[src/rtl/hex_display_ctrl.sv]
// Registered multi-digit 7-segment driver: capture on load, then decode with LZ blanking, blink, decimal check.
// Latency: load at edge N is shown on segs/dec_err after edge N+1; no backpressure, load is accepted every cycle.
// Optional lamp test (all segments lit) under macro HEX_DISPLAY_LAMP_TEST_EN.
module hex_display_ctrl #(
  parameter int NUM_DIGITS = 6,
  parameter int BLINK_DIV  = 25000000
) (
  input  logic                    clk,
  input  logic                    reset_n,
  input  logic                    load,
  input  logic [4*NUM_DIGITS-1:0] din,
  input  logic                    blank_lz,
  input  logic                    dec_mode,
  input  logic [NUM_DIGITS-1:0]   blink_mask,
`ifdef HEX_DISPLAY_LAMP_TEST_EN
  input  logic                    lamp_test,
`endif
  output logic [7*NUM_DIGITS-1:0] segs,
  output logic                    dec_err
);

  localparam int CNT_W = (BLINK_DIV > 2) ? $clog2(BLINK_DIV) : 1;
  localparam logic [CNT_W-1:0] CNT_MAX = CNT_W'(BLINK_DIV - 1);

  localparam logic [6:0] SEG_DARK = 7'b1111111;
  localparam logic [6:0] SEG_DASH = 7'b0111111;

  logic [4*NUM_DIGITS-1:0] val_q;
  logic                    blank_lz_q;
  logic                    dec_mode_q;
  logic [NUM_DIGITS-1:0]   blink_q;

  logic [CNT_W-1:0]        cnt_q;
  logic                    phase_q;

  logic [7*NUM_DIGITS-1:0] segs_d;
  logic                    dec_err_d;
  logic                    nz_seen;
  logic [3:0]              nib;
  logic [6:0]              glyph;

  function automatic logic [6:0] hex_glyph(input logic [3:0] n);
    logic [6:0] g;
    case (n)
      4'h0:    g = 7'b1000000;
      4'h1:    g = 7'b1111001;
      4'h2:    g = 7'b0100100;
      4'h3:    g = 7'b0110000;
      4'h4:    g = 7'b0011001;
      4'h5:    g = 7'b0010010;
      4'h6:    g = 7'b0000010;
      4'h7:    g = 7'b1111000;
      4'h8:    g = 7'b0000000;
      4'h9:    g = 7'b0011000;
      4'hA:    g = 7'b0001000;
      4'hB:    g = 7'b0000011;
      4'hC:    g = 7'b1000110;
      4'hD:    g = 7'b0100001;
      4'hE:    g = 7'b0000110;
      default: g = 7'b0001110;
    endcase
    return g;
  endfunction

  always_ff @(posedge clk or negedge reset_n) begin
    if (!reset_n) begin
      val_q      <= '0;
      blank_lz_q <= 1'b0;
      dec_mode_q <= 1'b0;
      blink_q    <= '0;
    end else if (load) begin
      val_q      <= din;
      blank_lz_q <= blank_lz;
      dec_mode_q <= dec_mode;
      blink_q    <= blink_mask;
    end
  end

  // Free-running blink prescaler; deliberately independent of load.
  always_ff @(posedge clk or negedge reset_n) begin
    if (!reset_n) begin
      cnt_q   <= '0;
      phase_q <= 1'b0;
    end else if (cnt_q == CNT_MAX) begin
      cnt_q   <= '0;
      phase_q <= ~phase_q;
    end else begin
      cnt_q   <= cnt_q + CNT_W'(1);
    end
  end

  // Walk from the most significant digit down so nz_seen tells whether
  // any nibble at or above the current position is non-zero.
  always_comb begin
    segs_d    = '1;
    dec_err_d = 1'b0;
    nz_seen   = 1'b0;
    nib       = '0;
    glyph     = SEG_DARK;
    for (int i = NUM_DIGITS - 1; i >= 0; i--) begin
      nib     = val_q[4*i +: 4];
      nz_seen = nz_seen | (nib != 4'h0);
      if (dec_mode_q && (nib > 4'd9)) begin
        dec_err_d = 1'b1;
      end
      if (blank_lz_q && (i != 0) && !nz_seen) begin
        glyph = SEG_DARK;
      end else if (phase_q && blink_q[i]) begin
        glyph = SEG_DARK;
      end else if (dec_mode_q && (nib > 4'd9)) begin
        glyph = SEG_DASH;
      end else begin
        glyph = hex_glyph(nib);
      end
      segs_d[7*i +: 7] = glyph;
    end
`ifdef HEX_DISPLAY_LAMP_TEST_EN
    if (lamp_test) begin
      segs_d = '0;
    end
`endif
  end

  always_ff @(posedge clk or negedge reset_n) begin
    if (!reset_n) begin
      segs    <= '1;
      dec_err <= 1'b0;
    end else begin
      segs    <= segs_d;
      dec_err <= dec_err_d;
    end
  end

endmodule

[config.mk]
export PLATFORM = sky130hd
export DESIGN_NAME = hex_display_ctrl
export DESIGN_NICKNAME = d
export VERILOG_FILES = /design/src/rtl/hex_display_ctrl.sv
export SDC_FILE = /design/constraint.sdc
export NUM_CORES = 1
export LEC_CHECK = 0
export ABC_AREA = 1
export ABC_CLOCK_PERIOD_IN_PS = 1300
export CORE_MARGIN = 1.5
export CORE_UTILIZATION = 50
export CTS_CLUSTER_DIAMETER = 50
export CTS_CLUSTER_SIZE = 16
export DETAILED_ROUTE_END_ITERATION = 10
export PLACE_DENSITY = 0.77
export SKIP_CTS_REPAIR_TIMING = 1
export SYNTH_ARGS = -nofsm -noshare
export SYNTH_HDL_FRONTEND = slang
export SYNTH_SLANG_ARGS = --single-unit
[constraint.sdc]
create_clock -name clk -period 1.3 [get_ports clk]
set_input_delay 0.195 -clock clk [delete_from_list [all_inputs] [get_ports clk]]
set_output_delay 0.195 -clock clk [all_outputs]
set_load 0.01 [all_outputs]
# After elaboration in Yosys (flattened, before gate mapping)
# Memory sizes are Yosys's and may differ from the RTL's.
# Index checks and enable logic that the tools add are counted.
# totals
mem_count,6
reg_bits,101
input_bits,35
out_inout_bits,43
word_cells,78
romBits,672
# classes
add_sub_neg,1
n_eq_ne,1
reduce_logical,27
n_lt_le_gt_ge,6
n_bitwise,5
mux,24
# memory_table
memory,words,word_bits,rd,rd_ports_with_merged_regs,write_ports,line,source
(no name shown),16,7,1,0,0,44,case (n)
(no name shown),16,7,1,0,0,44,
(no name shown),16,7,1,0,0,44,
(no name shown),16,7,1,0,0,44,
(no name shown),16,7,1,0,0,44,
(no name shown),16,7,1,0,0,44,
# ops
cell,count
7-bit two-way mux,17
25-bit by 1-bit adder with 25-bit output (second input constant),1
25-bit == test (second input constant),1
25-bit two-way mux,1
4-bit > comparator (second input constant),6
4-bit nonzero test,5
1-bit logical AND,17
1-bit two-way mux,6
1-bit zero test,5
1-bit OR,4
1-bit NOT,1

# Logic depth before layout (Yosys ltp)
# Gate-level depths: netlist of run 1.
# logic_depth
word_depth,8
ltp_mapped,9
depth_no_buf,9

# Worst setup path before layout of run 1
# Ideal clock, no wire load.
# synth_path
path_type,reg2reg
from,register cnt_q[0]
to,register cnt_q[20]
path_buffers,1
slack_ns,-0.090
setup_time_ns,0.116
t_required_ns,1.184
arrival_ns,1.274
stages_incl_launch_ff,10
cell_sequence,dfrtp_1 > ha_1 > nand2_2 > nor2_4 > nand2_1 > nor2_2 > nand2_2 > clkinv_2 > buf_6 > nor2_1
# synth_via
elab_chain_cells,2
# synth_rtl
element,line,source
from (decl),33,logic [CNT_W-1:0] cnt_q;
from (signal assigned),88,cnt_q <= cnt_q + CNT_W'(1);
25-bit by 1-bit adder with 25-bit output / 25-bit == test (equally long branches),"88, 84",
25-bit two-way mux *,84,end else if (cnt_q == CNT_MAX) begin
# Every way passes the cells marked *; elsewhere a longest branch is shown, timed or not.
# A chain may end at the register's enable or synchronous reset.

# Worst setup path in the final report of run 1
# layout_path
from,register cnt_q[1]
to,register cnt_q[24]
# Same word-level chain as after synthesis.

==> metrics.md, run 1 <==
| Metric | Value |
|---|---|
| Via count of the first global-routing pass | `4929` |
| Count leader, synth | `nand2_1` |
| Top cell type's share of synthesized area | `0.263` |
| CP Cell Sequence | `ha_2 -> nand2_2 -> nor2_4 -> nand2_1 -> nor2_2 -> nand2_2 -> clkinv_4 -> nor2_1` |
| TritonCTS Buffers | `9` |
| Final nets | `926` |
| DR iter-0 viols | `346` |
| Critical path buffer and inverter count | `1` |
| Setup tns final | `-5.23 ns` |
| Clk buf depth | `2` |
| Worst slew pin tran | `0.454 ns` |
| N_diodes | `0` |
| Synth area leaders | `dfrtp_1 (26%), dfstp_2 (20%), nand2_1 (11%)` |
| Critical-path top delay cell | `dfrtp_1` |
| Die Y | `109 um` |
| Initial DRT Pass Iterations | `7` |
| Final setup viols | `56` |
| Crit path arrival time | `1.73 ns` |
| Routed Wire Length | `16.8 mm` |
| Via Count | `5593` |
| Wire per inst | `16.8 um` |
| Routed Antenna Nets | `0` |
| Worst hold path type | `primary input to register` |
| Fin. Hold Viols | `0` |
| Port Buffers | `77` |
| Final period util | `1.13` |
| Failing checks | `negative setup slack` |
| Initial antenna violation count | `0` |
| Switch share | `0.308` |
| Slew Viols, Final | `0` |
| CP endpoint kind | `register` |
| Worst relative slew slack | `0.697` |
| Clock Sinks | `101` |
| First-pass GRT wire length | `22.6 mm` |
| Max Freq | `0.679 GHz` |
| TritonCTS clock tree | `done` |
| Largest delay contributor family on the critical path | `simple AND/OR/NAND/NOR gates` |
| Layout filler cell count | `674` |
| Detailed placement HPWL | `10.5 mm` |
| Clk network pwr share | `0.243` |
| Seq pwr share | `0.463` |
| Origin of the worst min-delay path | `load` |
| Setup crit start kind | `register` |
| Pleak | `4.13 nW` |
| P_int | `5.78 mW` |
| Placed cells | `955` |
| Placeable Area | `10900 um2` |
| GRT Total Usage | `0.244` |
| Worst path most repeated cell | `nand2_2` |
| WS Path Type | `register to register` |
| RSZ-0062 raised after global routing | `yes` |
| Sequential area share after synthesis | `0.460` |
| Die width | `109 um` |
| Dominant cell type by area after synthesis | `dfrtp_1` |
| Post-Synthesis Cells | `669` |
| Fin cells | `1004` |
| Fin crit period | `1.47 ns` |
| Cell Area, Synth | `5610 um2` |
| Initial Utilization | `0.515` |
| Yosys warns | `0` |
| Die footprint | `11900 um2` |
| Switching power | `2.57 mW` |
| Clk Latency, worst-skew pair | `0.38 ns` |
| Placer congestion estimate | `0.926` |
| Root buffer cell | `clkbuf_8` |
| CP required | `1.56 ns` |
| Largest fanout on the critical path | `8` |
| Synth Net Count | `735` |
| H-Tree Depth | `3` |
| R2r startpoint | `cnt_q[1]$_DFF_PN0_` |
| Power per cell area | `1000 nW/um2` |
| Dpl ws | `-0.208 ns` |
| Async set or reset register ratio after synthesis | `1.00` |
| Ys flop type | `dfrtp_1` |
| Row cnt | `38` |
| Mapped Avg Cell Area | `8.38 um2` |
| IO Pins | `78` |
| Max IR drop VDD | `0.00116 V` |
| Drc violations | `0` |
| # Max-Cap Violations | `0` |
| Flops & latches, synth | `101` |
| Worst setup path start | `cnt_q[1]$_DFF_PN0_` |
| Share of cells above drive strength 1 | `0.431` |
| Area growth syn-to-layout | `48.9%` |
| Number of enable flip-flop cells after synthesis | `0` |
| Outcome | `complete, but fails checks` |
| Layout Skew | `0.0199 ns` |
| Clock transition at the registers of the reported paths | `0.09 ns` |
| Gate power share | `0.293` |
| Most frequent cells after synthesis | `nand2_1 (166), nor2_1 (71), inv_1 (61)` |
| Largest net degree at the start of global routing | `55` |
| Via/cell ratio | `5.57` |
| Yosys cell types | `46` |
| Worst path max stage delay | `0.37 ns` |
| Remaining Overflow, GRT | `0` |
| Final worst setup slack | `-0.172 ns` |
logic make-up after synthesis:
kind of cell | Yosys count | synth area share
compound gates | 87 | 0.0904
fa+ha+maj | 31 | 0.0692
xor+xnor | 13 | 0.0203
simple gates | 342 | 0.280
buf+inv | 88 | 0.0661
mux | 7 | 0.0141
flops | 101 | 0.460
final timing paths:
path	to	slack (ns)	cells after the start
min in group asynchronous	cnt_q[16]$_DFF_PN0_	0.33	3
setup reg to reg	cnt_q[24]$_DFF_PN0_	-0.17	8
setup / recovery	cnt_q[24]$_DFF_PN0_	-0.17	8
max in group asynchronous	segs[6]$_DFF_PN1_	0.65	3
hold reg to reg	blink_q[3]$_DFFE_PN0P_	0.52	1
hold / removal	dec_mode_q$_DFFE_PN0P_	0.30	3
sequential cells by signal (all words and copies together), names as in the netlist:
name / cells
segs: 42
cnt_q: 25
val_q: 24
blink_q: 6
blank_lz_q: 1
dec_err: 1
dec_mode_q: 1
phase_q: 1
cell usage in the layout, fill, tap and decap left out, types with 25 or more instances in the layout:
| cell | n |
|---|---|
| buf_4 | 113 |
| clkdlybuf4s50_1 | 32 |
| dfrtp_1 | 54 |
| dfstp_2 | 42 |
| dlymetal6s2s_1 | 33 |
| inv_1 | 42 |
| nand2_1 | 139 |
| nand2_2 | 25 |
| nand3_1 | 31 |
| nor2_1 | 36 |
| nor2_2 | 26 |
| o21ai_0 | 40 |
worst register-to-register path, cell delays in order, from the launching register on:
cell and delay [ns]:
dfrtp_1 0.37, ha_2 0.23, nand2_2 0.08, nor2_4 0.15, nand2_1 0.09, nor2_2 0.13
nand2_2 0.13, clkinv_4 0.13, nor2_1 0.06
layout make-up:
type	count	area (um2)	share of cell area
well taps	140	175	0.0210
inverters	69	278	0.0333
multi-input cells	480	3350	0.401
clock inverters	5	60.1	0.00720
repair buffers	198	1750	0.210
repair inverters	1	8.76	0.00105
clock buffers	10	138	0.0165
flip-flops and latches	101	2590	0.310
routing by layer:
metal | part of all wire | vias up | track usage
met5 | 0 | - | 0
met4 | 0.036 | 0 | 0.0695
met3 | 0.059 | 65 | 0.0586
met2 | 0.52 | 239 | 0.426
met1 | 0.38 | 2715 | 0.300
li1 | - | 2574 | -
power groups by stage:
| stage | clock [mW] | sequential [mW] | combinational [mW] |
|---|---|---|---|
| after global routing | 2.18 | 3.91 | 2.64 |
| after global placement | 0 | 3.89 | 2.01 |
| after detailed placement | 0 | 3.90 | 2.07 |
| final | 2.03 | 3.87 | 2.45 |
| after CTS | 2.05 | 3.85 | 2.08 |
| after floorplan | 0 | 4.00 | 0.833 |
stage by stage:
stage | utilization | power (mW) | hold slack [ns] | area [um2]
2_1_floorplan | - | 4.83 | -0.101 | 5640
3_3_place_gp | 0.657 | 5.90 | 0.212 | 7160
3_5_place_dp | 0.657 | 5.97 | 0.213 | 7160
4_1_cts | 0.675 | 7.98 | -0.197 | 7350
5_1_grt | 0.767 | 8.72 | 0.316 | 8350
6_report | 0.767 | 8.35 | 0.303 | 8350
(Power assumes the default switching activity.)
==> inputs of run 2 (changes only) <==
Settings changed: ABC_CLOCK_PERIOD_IN_PS 1300 to not set.
==> results of run 2 <==
The final DEF is identical to that of run 1; final timing and power are the same.
==> patch 1 (settings of run 2) <==
Change the parameter `NUM_DIGITS` from 6 to 7.
--- a/src/rtl/hex_display_ctrl.sv
+++ b/src/rtl/hex_display_ctrl.sv
@@ -3,5 +3,5 @@
 // Optional lamp test (all segments lit) under macro HEX_DISPLAY_LAMP_TEST_EN.
 module hex_display_ctrl #(
-  parameter int NUM_DIGITS = 6,
+  parameter int NUM_DIGITS = 7,
   parameter int BLINK_DIV  = 25000000
 ) (
Interface: changed (resized blink_mask, din and segs); port bits go from 78 to 90. The function was not compared with the original's and may differ.
==> patch 1 against run 2 <==
- the run still ends with negative setup slack left
- design area grew 16%
- hold slack got worse by 0.060 ns
- sequential share of layout area fell by 1.0 points
- total power grew 39%
- wire length grew 20%
- critical path depth is 1 higher
- setup slack got worse by 0.026 ns
- clock power up 120%
- sequential cell count up 12
- area after synthesis grew 11%
- combinational power rose by 14%
- core utilization rose by 3.4 points
- clock skew decreased by 0.013 ns
- critical path type unchanged
- critical endpoint is now cnt_q[22]
==> patch 1: results (changes against run 2) <==
Clk. pwr: 4.48 mW (was 2.03 mW)
Register area share after synthesis: 46.6% (was 46.0%)
Adder-cell share of the synthesized area: 6.46% (was 6.92%)
Final non-clock buffer share: 20.8% (was 21.0%)
Non-CTS buffers: 234 (was 198)
Post-synthesis compound-gate area fraction: 10.6% (was 9.04%)
Final design utilization: 80.1% (was 76.7%)
Vias in the first global route: 5,947 (was 4,929)
Status: finished with violations (unchanged)
Reg2Reg Depth: 9 (was 8)
CLK BUF: 28 (was 10)
Synth area leaders: dfrtp_1, dfstp_2, nand2_1, ha_1, o21ai_0 (was dfrtp_1, dfstp_2, nand2_1, ha_1, nor2_1)
Clk root buf: clkbuf_16 (was clkbuf_8)
CTS Buf Count: 17 (was 9)
Routed WL per cell: 17.4 um (was 16.8 um)
Area after DPL: 0.00817 mm2 (was 0.00716 mm2)
Seq. pwr: 4.34 mW (was 3.87 mW)
DR vias/cell: 5.51 (was 5.57)
Largest registers: segs (49), val_q (28), cnt_q (25) (was segs (42), cnt_q (25), val_q (24))
Arr. time, crit path: 1.86 ns (was 1.73 ns)
Fill count: 682 (was 674)
Worst-skew pair later-pin latency: 0.43 ns (was 0.38 ns)
Clock buf/inv share: 5.84% (was 2.37%)
DRT iter0 DRCs: 567 (was 346)
Inverters, non-clock: 85 (was 70)
Setup WS pre-CTS: -0.191 ns (was -0.208 ns)
Mux contribution to synthesized area: 1.09% (was 1.41%)
GRT Total Usage: 27.0% (was 24.4%)
Synth cell types: 43 (was 46)
# port buffers: 89 (was 77)
Worst hold endpoint: val_q[14] (was dec_mode_q)
Largest net degree at the start of global routing: 42 (was 55)
Fraction of area in registers: 30.0% (was 31.0%)
Commonest cells post-synth: nand2_1, nor2_1, inv_1 (unchanged)
Placed cell count: 1,113 (was 955)
Failing checks: negative setup slack (unchanged)
Die X: 114 um (was 109 um)
Final count of negative-setup-slack endpoints: 69 (was 56)
Fin worst setup slack: -0.198 ns (was -0.172 ns)
Area of the multi-input gates: 0.00364 mm2 (was 0.00335 mm2)
Hpwl dp: 12,400 um (was 10,500 um)
Worst r2r src: cnt_q[8] (was cnt_q[1])
Multi-input logic cell count: 537 (was 480)
-- patch 1: worst max-delay path: stages, from the launching register on --
cell and delay [ns]:
dfrtp_1 0.38, nand2_1 0.12, buf_4 0.16, nor2_2 0.14, nand2_1 0.12, nor2_2 0.11
nand2_1 0.07, nand2_1 0.09, nand2_1 0.10, nor2_2 0.13
-- patch 1: metal layers --
metal	vias up	track usage, %	share of wire, %
met2	333	47.1	52
met4	0	10.5	4.1
met3	90	5.82	6.4
met5	-	0	0
met1	3087	32.8	37
li1	2930	-	-
-- patch 1: worst max path at each step --
| stage | start | to | slack (ns) | cells after the start |
|---|---|---|---|---|
| finish | cnt_q[8] | cnt_q[22] | -0.20 | 9 |
| CTS | segs[12] | segs[12] | -0.40 | 1 |
| global placement | val_q[25] | segs[10] | -0.10 | 6 |
| floorplan | cnt_q[0] | cnt_q[12] | -0.02 | 8 |
| detailed placement | val_q[21] | segs[39] | -0.19 | 8 |
| global route | val_q[25] | segs[30] | -0.26 | 8 |
==> patch 2 (flow settings as in run 2) <==
Made on the original files. Register the inputs `load`, `din`, `blank_lz`, `dec_mode` and `blink_mask` before use, without a reset. The logic sees them one clock later. Comments in the files are not updated.
--- a/src/rtl/hex_display_ctrl.sv
+++ b/src/rtl/hex_display_ctrl.sv
@@ -25,4 +25,18 @@
   localparam logic [6:0] SEG_DARK = 7'b1111111;
   localparam logic [6:0] SEG_DASH = 7'b0111111;
+
+  logic load_q;
+  logic [4*NUM_DIGITS-1:0] din_q;
+  logic blank_lz_r;
+  logic dec_mode_r;
+  logic [NUM_DIGITS-1:0] blink_mask_q;
+
+  always_ff @(posedge clk) begin
+    load_q       <= load;
+    din_q        <= din;
+    blank_lz_r   <= blank_lz;
+    dec_mode_r   <= dec_mode;
+    blink_mask_q <= blink_mask;
+  end
 
   logic [4*NUM_DIGITS-1:0] val_q;
@@ -69,9 +83,9 @@
       dec_mode_q <= 1'b0;
       blink_q    <= '0;
-    end else if (load) begin
-      val_q      <= din;
-      blank_lz_q <= blank_lz;
-      dec_mode_q <= dec_mode;
-      blink_q    <= blink_mask;
+    end else if (load_q) begin
+      val_q      <= din_q;
+      blank_lz_q <= blank_lz_r;
+      dec_mode_q <= dec_mode_r;
+      blink_q    <= blink_mask_q;
     end
   end
Check against the original RTL: not equivalent (a bounded check fails within 4 cycles, from zero or initial values and one cycle with reset_n low).
==> patch 2 against run 2 <==
- the run still ends with negative setup slack left
- largest cell class unchanged
- core utilization grew 0.43 points
- hold slack lost 0.10 ns
- area after synthesis grew 11%
- count of clock-buffer cells in the layout grew 15
- non-clock buffer count grew 17
- sequential cell count grew 33
- design area grew 12%
- total power grew 43%
- sequential share of layout area grew 3.8 points
- setup slack lost 0.064 ns
- via count grew 6.2%
- synthesized cell count grew 6.0%
- critical endpoint unchanged
- wire length grew 6.7%
==> patch 2: results (changes against run 2) <==
Largest register FFs: 42 (unchanged)
Vias in the first global route: 5,513 (was 4,929)
Largest net degree at the start of global routing: 74 (was 55)
Nets: 993 (was 926)
Register area share after synthesis: 52.0% (was 46.0%)
Worst-Margin Slew: 0.438 ns (was 0.454 ns)
Post-synth ARST share: 75.4% (was 100%)
Fin worst setup slack: -0.236 ns (was -0.172 ns)
Commonest cells post-synth: nand2_1, nor2_1, inv_1 (unchanged)
Syn Nets: 775 (was 735)
Worst Hold Class: in -> reg (unchanged)
CP max FO: 8 (unchanged)
CTS Buffer Depth: 2 (unchanged)
Antenna violations before repair: 0 (unchanged)
Largest registers: segs (42), cnt_q (25) (was segs (42), cnt_q (25), val_q (24))
First-pass iteration count of the detailed router: 7 (unchanged)
Clk root buf: clkbuf_16 (was clkbuf_8)
CTS Buf Count: 17 (was 9)
DR vias/cell: 5.36 (was 5.57)
Setup_tns: -9.35 ns (was -5.23 ns)
DRT iter0 DRCs: 441 (was 346)
First-pass GRT wire length: 24,900 um (was 22,600 um)
Placer Congestion: 0.852 (was 0.926)
H-tree Lvls: 4 (was 3)
Synth area leaders: dfrtp_1, dfstp_2, dfxtp_1, nand2_1, ha_1 (was dfrtp_1, dfstp_2, nand2_1, ha_1, nor2_1)
Share of cells above drive strength 1: 46.0% (was 43.1%)
Worst-skew pair later-pin latency: 0.43 ns (was 0.38 ns)
Yosys warns: 0 (unchanged)
Clock Skews: 0.00797 ns (was 0.0199 ns)
Max-cap violations: 0 (unchanged)
Ant diodes: 0 (unchanged)
Clock Pin Slew Worst Setup and Hold Paths: 0.06 ns (was 0.09 ns)
GRT Total Usage: 24.5% (was 24.4%)
Worst ir drop on vdd: 1200 uV (was 1160 uV)
Hpwl dp: 10,900 um (was 10,500 um)
Status: finished with violations (unchanged)
Synth cell types: 45 (was 46)
Arr. time, crit path: 1.85 ns (was 1.73 ns)
Most used flip-flop cell after synthesis: dfrtp_1 (unchanged)
Pleak: 4.34 nW (was 4.13 nW)
Final count of negative-setup-slack endpoints: 55 (was 56)
# port buffers: 77 (unchanged)
Failing checks: negative setup slack (unchanged)
DRT Wirelength: 18,000 um (was 16,800 um)
## patch 2: cell count changes in the layout (fill, tap and decap cells not counted), sizes merged, moves of 3 or more
cell and change:
buf +21, nor2 +6, dlymetal6s2s -32, dfxtp +33, nand4 -9, nand2 +5
and2 +3, clkbuf +42
## patch 2: cell families (layout without fill, tap and decap cells)
logic type	after synthesis	after routing	synth area share, %
AOI/OAI and AO/OA	89	89	8.19
and+or+nand+nor	347	347	24.6
adders and majority gates	31	31	6.22
muxes	8	8	1.44
DFF	134	134	52.0
xor gates and xnor gates	13	13	1.83
buffers and inverters	87	318	5.78
## patch 2: per-stage QoR
step	worst slack, ns	power (mW)	hold slack, ns	cells	instance area [um2]
after floorplan	-0.0658	5.91	-0.101	709	6310
after global placement	-0.107	7.04	0.245	1041	7980
after detailed placement	-0.168	7.11	0.252	1041	7980
after CTS	-0.423	11.8	-0.199	1073	8570
after global routing	-0.321	12.5	0.182	1108	9340
final	-0.236	12.0	0.203	1108	9340
## patch 2: report_power, final
group	total [mW]	leakage [nW]	switching (mW)	internal, mW
combinational	2.33	2.60	1.24	1.10
sequential	4.97	1.46	0.232	4.74
clock	4.67	0.280	1.73	2.93
## patch 2: worst paths after layout
path	slack [ns]	depth (start not counted)	startpoint	to
setup reg to reg	-0.24	8	cnt_q[1]	cnt_q[24]
setup / recovery	-0.24	8	cnt_q[1]	cnt_q[24]
max in group asynchronous	0.60	3	reset_n	segs[1]
hold / removal	0.20	1	load	load_q
min in group asynchronous	0.33	3	reset_n	cnt_q[12]
hold reg to reg	0.44	2	din_q[12]	val_q[12]
## patch 2: critical path, stage by stage, from the launching register on
cell and delay (ns):
dfrtp_1 0.40, ha_4 0.17, nand2_4 0.05, nor2_4 0.16
nand3b_1 0.15, nor2_4 0.16, nand2_4 0.14, clkinv_8 0.13
nor2_1 0.07
## patch 2: layer usage
metal | vias up | global-route usage, % | wire length (um)
li1 | 2739 | - | -
met1 | 2850 | 29.3 | 6870
met2 | 280 | 42.0 | 9350
met3 | 71 | 6.62 | 1140
met4 | 0 | 9.92 | 623
met5 | - | 0 | 0
## patch 2: final cells by class
class                   instances  area [um2]
clock buffers                  25         517
clock inverters                 7        67.6
fillers                       743        2780
inverters                      70         285
multi-input cells             488        3310
flip-flops and latches        134        3250
well taps                     168         210
repair buffers                215        1680
repair inverters                1        16.3
